===== src/rtl/alu_issue_stage.sv =====
// ---------------------------------------------------------------------------
// alu_issue_stage
//
// Two-entry in-order skid buffer sitting in front of an alu32. Decoded ops
// are pushed with their operand values already selected (b = imm or rs2),
// and the head entry drives the ALU's a / b / ALUControl inputs directly.
// in_ready depends only on the registered occupancy, so there is no
// combinational path from out_ready back to in_ready.
//
// Optional feature macro: ALU_ISSUE_FWD_EN
//   defined   : writeback bypass (fwd_valid/fwd_rd/fwd_data) replaces
//               matching operands at push time and patches buffered entries
//               on the same edge; register x0 is never forwarded.
//   undefined : fwd_* inputs are accepted but ignored.
// ---------------------------------------------------------------------------
module alu_issue_stage #(
  parameter int XLEN = 32
) (
  input  logic            clk,
  input  logic            rst,

  input  logic            in_valid,
  output logic            in_ready,
  input  logic [XLEN-1:0] in_rs1_data,
  input  logic [XLEN-1:0] in_rs2_data,
  input  logic [XLEN-1:0] in_imm,
  input  logic            in_alusrc,
  input  logic [3:0]      in_ALUControl,
  input  logic [4:0]      in_rs1,
  input  logic [4:0]      in_rs2,
  input  logic [4:0]      in_rd,

  input  logic            flush,

  input  logic            fwd_valid,
  input  logic [4:0]      fwd_rd,
  input  logic [XLEN-1:0] fwd_data,

  output logic            out_valid,
  input  logic            out_ready,
  output logic [XLEN-1:0] a,
  output logic [XLEN-1:0] b,
  output logic [3:0]      ALUControl,
  output logic [4:0]      out_rd
);

  // One buffered op. Source indices are kept only when forwarding needs
  // them to patch operands while the op waits in the buffer.
  typedef struct packed {
    logic [XLEN-1:0] a;
    logic [XLEN-1:0] b;
    logic [3:0]      ctl;
    logic [4:0]      rd;
`ifdef ALU_ISSUE_FWD_EN
    logic [4:0]      rs1;
    logic [4:0]      rs2;
    logic            use_rs2;  // b came from rs2 (alusrc = 0)
`endif
  } entry_t;

  entry_t     mem [2];
  logic [1:0] count;
  logic       rd_ptr;
  logic       wr_ptr;
  logic       push;
  logic       pop;
  entry_t     new_entry;

  // Handshake is a pure function of the registered occupancy.
  assign in_ready  = (count != 2'd2);
  assign out_valid = (count != 2'd0);
  assign push      = in_valid && in_ready;
  assign pop       = out_valid && out_ready;

`ifdef ALU_ISSUE_FWD_EN
  logic fwd_live;
  // A bypass from x0 is meaningless: x0 always reads as zero.
  assign fwd_live = fwd_valid && (fwd_rd != 5'd0);
`else
  logic fwd_unused;
  // Bypass inputs and source indices have no function in this build.
  assign fwd_unused = ^{fwd_valid, fwd_rd, fwd_data, in_rs1, in_rs2};
`endif

  // Assemble the entry to be written on a push, selecting b and applying
  // any same-cycle bypass.
  always_comb begin
    // NOTE: every field gets a default first so no path leaves it unassigned
    // and no latch is inferred.
    new_entry     = '0;
    new_entry.a   = in_rs1_data;
    new_entry.b   = in_alusrc ? in_imm : in_rs2_data;
    new_entry.ctl = in_ALUControl;
    new_entry.rd  = in_rd;
`ifdef ALU_ISSUE_FWD_EN
    new_entry.rs1     = in_rs1;
    new_entry.rs2     = in_rs2;
    new_entry.use_rs2 = !in_alusrc;
    if (fwd_live && (fwd_rd == in_rs1)) begin
      new_entry.a = fwd_data;
    end
    if (fwd_live && !in_alusrc && (fwd_rd == in_rs2)) begin
      new_entry.b = fwd_data;
    end
`endif
  end

  // Occupancy and pointers; rst beats flush, flush beats push/pop.
  always_ff @(posedge clk) begin
    // NOTE: state registers use non-blocking assignment so every flop
    // samples the pre-edge values regardless of statement order.
    if (rst) begin
      count  <= 2'd0;
      rd_ptr <= 1'b0;
      wr_ptr <= 1'b0;
    end else if (flush) begin
      count  <= 2'd0;
      rd_ptr <= 1'b0;
      wr_ptr <= 1'b0;
    end else begin
      if (push) wr_ptr <= ~wr_ptr;
      if (pop)  rd_ptr <= ~rd_ptr;
      unique case ({push, pop})
        2'b10:   count <= count + 2'd1;
        2'b01:   count <= count - 2'd1;
        default: count <= count;
      endcase
    end
  end

  // Entry storage: bypass patching of waiting ops, then the push write.
  always_ff @(posedge clk) begin
    // NOTE: the data array carries no reset; occupancy alone decides which
    // entries are meaningful, and outputs are masked when nothing is valid.
`ifdef ALU_ISSUE_FWD_EN
    for (int i = 0; i < 2; i++) begin
      if (fwd_live && (mem[i].rs1 == fwd_rd)) begin
        mem[i].a <= fwd_data;
      end
      if (fwd_live && mem[i].use_rs2 && (mem[i].rs2 == fwd_rd)) begin
        mem[i].b <= fwd_data;
      end
    end
`endif
    // The write slot is never a live entry (push needs count < 2), so a
    // push never collides with a patch of a buffered op.
    if (push) begin
      mem[wr_ptr] <= new_entry;
    end
  end

  // Present the head entry, forced to zero while the buffer is empty.
  always_comb begin
    a          = '0;
    b          = '0;
    ALUControl = '0;
    out_rd     = '0;
    if (out_valid) begin
      a          = mem[rd_ptr].a;
      b          = mem[rd_ptr].b;
      ALUControl = mem[rd_ptr].ctl;
      out_rd     = mem[rd_ptr].rd;
    end
  end

endmodule


===== config.mk =====
export PLATFORM = sky130hd
export DESIGN_NAME = alu_issue_stage
export DESIGN_NICKNAME = d
export VERILOG_FILES = /design/src/rtl/alu_issue_stage.sv
export SDC_FILE = /design/constraint.sdc
export NUM_CORES = 1
export LEC_CHECK = 0
export CAP_MARGIN = 20
export CORE_MARGIN = 2
export CORE_UTILIZATION = 40
export DETAILED_ROUTE_END_ITERATION = 8
export GPL_ROUTABILITY_DRIVEN = 0
export PLACE_DENSITY = 0.77
export SYNTH_ARGS = -nofsm -noshare
export SYNTH_HDL_FRONTEND = slang
export SYNTH_SLANG_ARGS = --single-unit

===== constraint.sdc =====
create_clock -name clk -period 2.9 [get_ports clk]
set_clock_uncertainty 0.05 [all_clocks]
set_input_delay 0.725 -clock clk [delete_from_list [all_inputs] [get_ports clk]]
set_output_delay 0.725 -clock clk [all_outputs]
set_load 0.005 [all_outputs]

==> summary.md, run 1 <==
| Metric | Value |
|---|---|
| WL final | 12.37 mm |
| Diodes inserted | 0 |
| #FFs+latches synth | 151 |
| Rows | 45 |
| Post-detail-place hpwl | 8.388 mm |
| Hold path depth | 2 |
| Die width | 127.5 um |
| Sink Count | 151 |
| Most common cell in the synthesized netlist | edfxtp_1 |
| Final Cell Area | 0.008785 sq mm |
| Initial Util | 40.55% |
| DR DRC count | 0 |
| Cell taking the most area after synthesis | edfxtp_1 |
| Worst Path Buf+Inv | 2 |
| Net Sw Frac | 19.92% |
| Final setup TNS | 0 ns |
| Top Layer Used | met4 |
| Placed cell areas | 0.008218 sq mm |
| CTS resizes | 0 |
| Final setup fails | 0 |
| Root Driver | clkbuf_16 |
| Int Pwr | 4.179 mW |
| Synth top area share | 71.92% |
| Initial antenna violation count | 0 |
| Status | completed |
| Max FO, Critical Path | 12 |
| R2R setup slack | 1.09 ns |
| Worst endpoint required time | 2.12 ns |
| Leakage | 2.902 nW |
| Largest net degree at the start of global routing | 43 |
| Metal3 WL | 819 um |
| TritonCTS buffer count | 17 |
| Port Buffer Count | 185 |
| Layout cell share with drive strength beyond 1 | 12.46% |
| CTS tree | yes |
| # IOs | 234 |
| CP cell instances | buf_4 -> mux2i_1 -> nor2_1 -> clkdlybuf4s50_1 |
| First-pass GRT wire length | 19.07 mm |
| Aggregate global-route resource usage | 15.41% |
| Syn Inst Count | 371 |
| Distinct cells, synth | 22 |
| WP depth | 4 |
| Slew @ Worst Pin | 0.5056 ns |
| Die Span Y | 127.5 um |
| Sequential power share | 48.7% |
| Clock share of power | 40.6% |
| Cell area after synthesis | 0.006096 sq mm |
| Type of the most critical hold path | flip-flop to flip-flop |
| Reg clk slew, reported paths | 0.06 ns |
| Top delay family on crit path | buffers and inverters |
| Fin crit share | 94.63% |
| H-tree depth | 4 |
| Vias in the first global route | 3844 |
| NetSw | 1.040 mW |
| Ys async rst share | 0% |
| Worst stage delay on the critical path | 0.50 ns |
| Syn_area_per_cell | 16.43 sq um |
| Drt wl/cell | 16.15 um |
| Placed cells | 735 |
| Hold path start | rd_ptr |
| Power per Cell Area | 594.1 mW/mm^2 |
| Max clock buf depth | 2 |
| YS warnings | 0 |
| RR Endpoint | mem[1][72] |
| Syn nets | 531 |
| Worst reg2reg path depth | 3 |
| Post-synth EDFFs | 146 |
| Final WS setup | 0.1558 ns |
| Met1 WL | 5.064 mm |
| Min cycle time layout | 2.744 ns |
| Final nets | 726 |
| Final core utilization | 58.44% |
| Seq/Total Area, Yosys | 73.56% |
| Multi-input logic area | 0.001498 sq mm |
| Endpoint class of the critical path | primary output |
| Main area contributors after synthesis | edfxtp_1 (72%), mux2i_1 (12%), mux2_2 (5.5%), nor2_1 (4.7%), dfxtp_1 (1.6%) |
| Logic gate share of total power | 10.6% |
| Endpoint, Worst Hold | rd_ptr |
| Crit path launch type | flip-flop |
| Normalized max-slew margin | 66.29% |
| Reg-to-reg critical path startpoint | count[0] |
| Routed vias | 3715 |
| Final Hold Fails | 0 |
| Die area | 0.01624 sq mm |
| Core ar. | 0.01503 sq mm |
| Final std cells w/o fill | 766 |
| Area growth syn-to-layout | 44.11% |
| Top FF cell, synth | edfxtp_1 |
| Max-cap violations | 0 |
| Most frequent cells after synthesis | edfxtp_1 (146), nor2_1 (77), mux2i_1 (73), mux2_2 (30), buf_2 (11) |
| CP arrival | 1.97 ns |
| Unrepaired setup endpoints after global routing | false |
| Final ANT Viol Nets | 0 |
| Register area | 0.004488 sq mm |
| Met2 Wirelength | 6.299 mm |
| Vias/cell | 4.850 |
| Starting DRT DRC Count | 176 |
| Worst-Skew Late Latency | 0.41 ns |
| CP max-delay cell | dfxtp_4 |
| Slew Viols, Final | 0 |
| First-pass DRT Iterations | 4 |
| Setup bufs post-CTS | 0 |
| Pre-CTS setup slack | 0.5241 ns |
| Maximum resistive drop on vdd | 346.3 uV |
| Fmax | 0.3644 GHz |
| Grt ovf | 0 |
| Crit path kind | flip-flop to primary output |
| Filler Cell Count | 1165 |
| CTS Hold Bufs | 0 |
layer usage:
layer / vias to the layer above / global-route usage, %
met3: 18 / 5.402
met1: 1808 / 17.75
met5: - / 0
li1: 1763 / -
met2: 126 / 26.33
met4: 0 / 6.206
logic make-up after synthesis:
group | after synthesis | synth area share, %
XOR/XNOR | 3 | 0.4311
multiplexers | 105 | 17.90
AND/OR/NAND/NOR | 83 | 5.337
adder cells (fa/ha/maj) | 1 | 0.2052
flip-flops | 151 | 73.56
buffers and inverters | 23 | 2.073
AO/OA/AOI/OAI | 5 | 0.4926
per-stage QoR:
step	hold WS, ns	power [mW]
4_1_cts	0.4913	5.290
6_report	0.4772	5.219
3_3_place_gp	0.4367	3.132
2_1_floorplan	0.4225	2.804
5_1_grt	0.5145	5.422
3_5_place_dp	0.4740	3.152
placed cells by master (no fill, tap or decap), types with 2 or more instances in the layout:
master and instances:
mux2i_1 73, buf_12 4, o21ai_0 2, clkinv_2 5, edfxtp_1 146, dfxtp_1 4
buf_4 7, mux2_1 2, clkbuf_16 17, bufinv_16 3, clkinv_1 4, clkdlybuf4s50_1 185
nor2_1 76, xor2_1 2, a21oi_1 2, clkbuf_1 2, inv_1 2, mux2_2 30
state kept, by name, summed over array words and instances, names as in the netlist, named ones only:
register / count
mem: 146
count: 2
rd_ptr: 1
wr_ptr: 1
cell type report:
type | instances | share of cell area [%]
well taps | 188 | 2.678
clock inverters | 12 | 1.524
inverters | 3 | 0.1424
clock buffers | 19 | 4.928
multi-input cells | 197 | 17.05
flip-flops and latches | 151 | 51.09
repair buffers | 196 | 22.59
power groups by stage:
stage / combinational (mW) / sequential (mW) / clock (mW)
after floorplan: 0.219 / 2.58 / 0
after global placement: 0.548 / 2.58 / 0
after detailed placement: 0.561 / 2.59 / 0
after CTS: 0.564 / 2.55 / 2.18
after global routing: 0.603 / 2.55 / 2.27
final: 0.555 / 2.54 / 2.12
worst min-delay path: stages (launching register included):
cell and delay (ns):
dfxtp_1 0.33, xor2_1 0.08, nor2_1 0.08
how the worst max path moves through the flow:
stage                       to  startpoint  slack [ns]
floorplan            mem[0][0]    in_valid        0.18
global placement    mem[1][12]    in_valid        0.55
detailed placement  mem[1][17]    in_valid        0.52
CTS                  out_rd[1]   flip-flop         0.1
global route         out_rd[1]   flip-flop        0.02
finish               out_rd[1]   flip-flop        0.16
Note: power is estimated with default switching activity, not from simulation.
==> run 2, diff against run 1 <==
GPL_ROUTABILITY_DRIVEN = default   (was 0)
SLEW_MARGIN = 0   (was default)
==> results of run 2 <==
Final layout, timing and power as in run 1 (identical DEF).
==> run 3, diff against run 2 <==
CAP_MARGIN = 0   (was 20)
==> results of run 3 <==
Final layout, timing and power as in run 1 (identical DEF).
==> patch 1, RTL diff (flow settings as in run 1) <==
`XLEN`: 32 -> 36.
--- a/src/rtl/alu_issue_stage.sv
+++ b/src/rtl/alu_issue_stage.sv
@@ -14,7 +14,7 @@
 //   undefined : fwd_* inputs are accepted but ignored.
 // ---------------------------------------------------------------------------
 module alu_issue_stage #(
-  parameter int XLEN = 32
+  parameter int XLEN = 36
 ) (
   input  logic            clk,
   input  logic            rst,
Interface: changed (6 resized); port bits go from 234 to 258. No check against the original RTL was run, so the function may have changed too.
==> patch 1 against run 1 <==
Worst setup slack lost 0.021 ns; sequential cell count grew 16; design area grew 11%; total power grew 9.2%; critical path depth is the same; sequential power grew 11%; synthesized area grew 11%; via count grew 9.5%; final cell count grew 12%; routed wire length grew 11%; critical endpoint unchanged.
==> patch 1: results (changes against run 1) <==
----------------------------------------------------
[Detailed routing]
  Highest metal used ... met4 (unchanged)
  Number of design-rule violations left by the first detailed-router iteration ... 187 (was 176)
  Overall via count from detail_route ... 4,069 (was 3,715)
  Wire per inst ... 16.1 µm (was 16.2 µm)
  Metal-1 WL ... 5430 µm (was 5060 µm)
  Met2 routed WL ... 7140 µm (was 6300 µm)
  Drt pass-1 iters ... 4 (unchanged)
  DR WL met3 ... 1020 µm (was 819 µm)

[Finish]
  Fraction of layout instances using a drive strength above 1 ... 13.5% (was 12.5%)
  Number of inserted filler cells in the final layout ... 1,264 (was 1,165)
  Layout Nets ... 799 (was 726)
  Top flop regs ... mem (162), count (2) (was mem (146), count (2))

[Synth]
  EDFF count, synth ... 162 (was 146)
  Top cells by instance count after synthesis ... sky130_fd_sc_hd__edfxtp_1, sky130_fd_sc_hd__nor2_1, sky130_fd_sc_hd__mux2i_1, sky130_fd_sc_hd__mux2_2, sky130_fd_sc_hd__buf_2 (unchanged)
  Library cells used by synthesis ... 21 (was 22)
  Share of the synthesized area in the top cell type ... 72.1% (was 71.9%)
  Net count after synthesis ... 584 (was 531)
  Fraction of the yosys area taken by sequential cells ... 73.6% (about the same)
  Yosys warning count ... 0 (unchanged)
  Ranking of synthesized cells by area ... sky130_fd_sc_hd__edfxtp_1, sky130_fd_sc_hd__mux2i_1, sky130_fd_sc_hd__mux2_2 (unchanged)
  Library cell occupying the most area in the post-synthesis netlist ... sky130_fd_sc_hd__edfxtp_1 (unchanged)

[Global route]
  Global-route track usage on met2 ... 27.4% (was 26.3%)
  Overall fraction of global-route tracks in use ... 15.6% (was 15.4%)
  Global-route wire length before repair ... 21,600 µm (was 19,100 µm)
  Met1 Track Usage GR ... 18.6% (was 17.8%)
  Pin count of the biggest net entering global routing ... 47 (was 43)
  Met3 Resource Use GR ... 4.42% (was 5.40%)
  Via count of the first global-routing pass ... 4,217 (was 3,844)
  Initial antenna violation count ... 0 (unchanged)

[Pwr]
  Leakage power summed over all cells ... 0.00319 µW (was 0.00290 µW)
  Peak supply drop ... 0.000361 V (was 0.000346 V)

[Timing]
  Worst slew pin tran ... 0.793 ns (was 0.506 ns)

[Worst hold path]
  Path class of the lowest-slack min-delay path ... reg -> reg (unchanged)
  Hold Crit Start ... rd_ptr (unchanged)
  Instance count along the most critical hold path ... 2 (unchanged)

[Setup path]
  Arrival time of the worst setup path ... 1.99 ns (was 1.97 ns)
  Destination of the worst register-to-register timing path ... count[1] (was mem[1][72])
  Logic depth of the worst register-to-register path ... 5 (was 3)
  Worst Path Max Fanout ... 46 (was 12)
  Startpoint of the most critical setup path ... count[1]
  Worst-case register-to-register setup slack ... 1.15 ns (was 1.09 ns)

[Place]
  Post-DP HPWL ... 9220 µm (was 8390 µm)
  IO buf count ... 205 (was 185)

[Status]
  Run status ... finished clean (unchanged)

[Clock tree]
  CTS H-Tree Depth ... 4 (unchanged)
  Clock transition at the register clock pins on the worst setup and hold paths after CTS ... 0.06 ns (about the same)
  Longest Clk Path Bufs ... 2 (unchanged)

----------------------------------------------------
[patch 1: cells by family after synthesis]
logic type	synth area share [%]
adder cells (fa/ha/maj)	0.185
AND/OR/NAND/NOR	5.31
XOR/XNOR	0.390
buffers and inverters	2.02
AO/OA/AOI/OAI	0.445
flip-flops	73.6
multiplexers	18.0
[patch 1: metrics by stage]
| step | instance area, µm² | power, µW | worst slack, ns | instances | hold WS [ns] |
|---|---|---|---|---|---|
| after detailed placement | 9110 | 3490 | 0.440 | 822 | 0.471 |
| final | 9720 | 5700 | 0.135 | 856 | 0.480 |
| after global routing | 9720 | 5910 | 0.00359 | 856 | 0.537 |
| after floorplan | 6750 | 3100 | 0.0191 | 408 | 0.422 |
| after global placement | 9110 | 3470 | 0.459 | 822 | 0.435 |
| after CTS | 9720 | 5770 | 0.0693 | 856 | 0.486 |
[patch 1: power breakdown]
group          switching [µW]  internal, µW
Combinational             249           370
Clock                     909          1360
Sequential               30.3          2780
[patch 1: critical path, stage by stage (launching register included)]
cell	delay, ns
sky130_fd_sc_hd__dfxtp_1	0.36
sky130_fd_sc_hd__nor2_4	0.12
sky130_fd_sc_hd__buf_4	0.45
sky130_fd_sc_hd__nor2_1	0.12
sky130_fd_sc_hd__clkdlybuf4s50_1	0.52
[patch 1: final cells by class]
| cell class | count | area [µm²] | area share, % |
|---|---|---|---|
| Sequential cell | 167 | 4970 | 51.1 |
| Timing Repair Buffer | 217 | 2210 | 22.8 |
| Tap cell | 220 | 275 | 2.83 |
| Multi-Input combinational cell | 217 | 1650 | 17.0 |
| Clock inverter | 15 | 175 | 1.80 |
| Inverter | 3 | 12.5 | 0.129 |
| Clock buffer | 17 | 425 | 4.38 |
[patch 1: what timing repair did]
item                       CTS  global route
setup endpoints to repair    3             0
resized for setup            0             0
buffers inserted             2             0
==> patch 2, RTL diff (settings of run 1) <==
Made on the original files. Reset style: asynchronous (`rst`), changed in one clocked block.
--- a/src/rtl/alu_issue_stage.sv
+++ b/src/rtl/alu_issue_stage.sv
@@ -106,7 +106,7 @@
   end
 
   // Occupancy and pointers; rst beats flush, flush beats push/pop.
-  always_ff @(posedge clk) begin
+  always_ff @(posedge clk or posedge rst) begin
     // NOTE: state registers use non-blocking assignment so every flop
     // samples the pre-edge values regardless of statement order.
     if (rst) begin
Check against the original RTL: differs if rst is asserted again (counterexample within 4 cycles, from zero or initial values and one cycle with rst high); with rst held inactive, the same outputs for 4 cycles.
==> patch 2 against run 1 <==
First-iteration DRC count increased by 15%; sequential cell count down 1; via count increased by 1.3%; routed wire length rose by 2.9%; global-route usage is 0.054 points higher; die area is 0.81% higher; worst setup slack worse by 0.043 ns; final cell count up 0.26%; total power increased by 8.9%; worst hold slack lost 0.021 ns; design area up 1.8%; synthesized area grew 0.84%; critical path type unchanged; critical endpoint is now b[16].
==> patch 2: results (changes against run 1) <==
----------------------------------------------------
[Status]
  Run status ... finished clean (unchanged)

[Worst hold path]
  Path class of the lowest-slack min-delay path ... in -> async (was reg -> reg)

[Synth]
  Average cell area after synthesis ... 16.6 µm² (was 16.4 µm²)
  Compound-cell area share of the yosys netlist ... 0.814% (was 0.493%)
  Net count after synthesis ... 530 (was 531)
  Library cells used by synthesis ... 21 (was 22)
  Top cells by instance count after synthesis ... sky130_fd_sc_hd__edfxtp_1, sky130_fd_sc_hd__nor2_1, sky130_fd_sc_hd__mux2i_1, sky130_fd_sc_hd__mux2_2, sky130_fd_sc_hd__buf_4 (was sky130_fd_sc_hd__edfxtp_1, sky130_fd_sc_hd__nor2_1, sky130_fd_sc_hd__mux2i_1, sky130_fd_sc_hd__mux2_2, sky130_fd_sc_hd__buf_2)
  Fraction of the yosys area taken by sequential cells ... 72.9% (was 73.6%)
  Ranking of synthesized cells by area ... sky130_fd_sc_hd__edfxtp_1, sky130_fd_sc_hd__mux2i_1, sky130_fd_sc_hd__mux2_2 (unchanged)
  Synthesized-area fraction occupied by adder cells ... 0% (was 0.205%)

[Place]
  Post-DP HPWL ... 8470 µm (was 8390 µm)
  Place WS ... 0.452 ns (was 0.524 ns)
  Post-DP Area ... 8260 µm² (was 8220 µm²)

[Global route]
  Pin count of the biggest net entering global routing ... 44 (was 43)
  Overall fraction of global-route tracks in use ... 15.5% (was 15.4%)
  Global-route wire length before repair ... 19,000 µm (was 19,100 µm)

[Finish]
  Final non-filler cell total ... 768 (was 766)
  Fraction of layout instances using a drive strength above 1 ... 13.6% (was 12.5%)

[Detailed routing]
  Wire per inst ... 16.6 µm (was 16.2 µm)
  Vias per cell ... 4.90 (was 4.85)

[Pwr]
  Sw Ratio ... 20.7% (was 19.9%)
  Peak supply drop ... 0.000384 V (was 0.000346 V)
  Leakage power summed over all cells ... 0.00304 µW (was 0.00290 µW)

[Setup path]
  Largest stage delay on the critical path ... 0.47 ns (was 0.50 ns)
  Arrival time of the worst setup path ... 2.01 ns (was 1.97 ns)
  Origin of the critical flop-to-flop path ... count[0] (unchanged)
  Worst Path Max Fanout ... 31 (was 12)

----------------------------------------------------
-- patch 2: changes by cell type in the layout (fill, tap and decap cells not counted), sizes merged, moves of 2 or more --
cell | run 1 | this run
dfxtp | 5 | 0
clkinvlp | 0 | 2
bufinv | 3 | 5
a21oi | 2 | 4
dfrtp | 0 | 4
clkinv | 9 | 7
nor2 | 77 | 75
-- patch 2: cell type report --
cell class / count / area, µm²
fill: 1159 / 6150
sequential: 150 / 4490
timing repair buffer: 198 / 2070
multi-input combinational: 196 / 1500
clock buffer: 18 / 429
tap: 188 / 235
clock inverter: 14 / 205
inverter: 4 / 16.3
-- patch 2: worst paths after layout --
check                                  end  slack, ns  cells past startpoint
worst max-delay path                 b[16]       0.11                      4
worst min-delay path                rd_ptr       0.46                      2
worst max register to register  mem[0][35]       1.07                      4
worst min register to register      wr_ptr       0.62                      2
max in group asynchronous           rd_ptr       2.17                      2
min in group clk                    wr_ptr       0.62                      2
-- patch 2: power by group through the flow --
stage                     Sequential [µW]  Combinational, µW  Clock (µW)
after floorplan                      2600                343           0
after detailed placement             2610                765           0
after global placement               2610                753           0
after global routing                 2580                835        2480
final                                2570                774        2340
after CTS                            2570                771        2380
-- patch 2: layer usage --
layer,global-route usage (%),vias to the layer above,share of wire [%],wire length [µm]
met5,0,-,0,0
met4,5.75,0,1.7,212
li1,-,1773,-,-
met2,26.1,129,50,6370
met1,18.4,1845,42,5380
met3,5.34,18,6.1,771
-- patch 2: what timing repair did --
action                     CTS  global route
resized for setup            0             1
setup buffers                0             2
setup endpoints to repair    0            10
-- patch 2: kinds of logic after synthesis --
kind of cell / count (synthesis)
AO/OA/AOI/OAI: 8
XOR/XNOR: 1
buffers and inverters: 25
flip-flops: 150
multiplexers: 106
AND/OR/NAND/NOR: 81
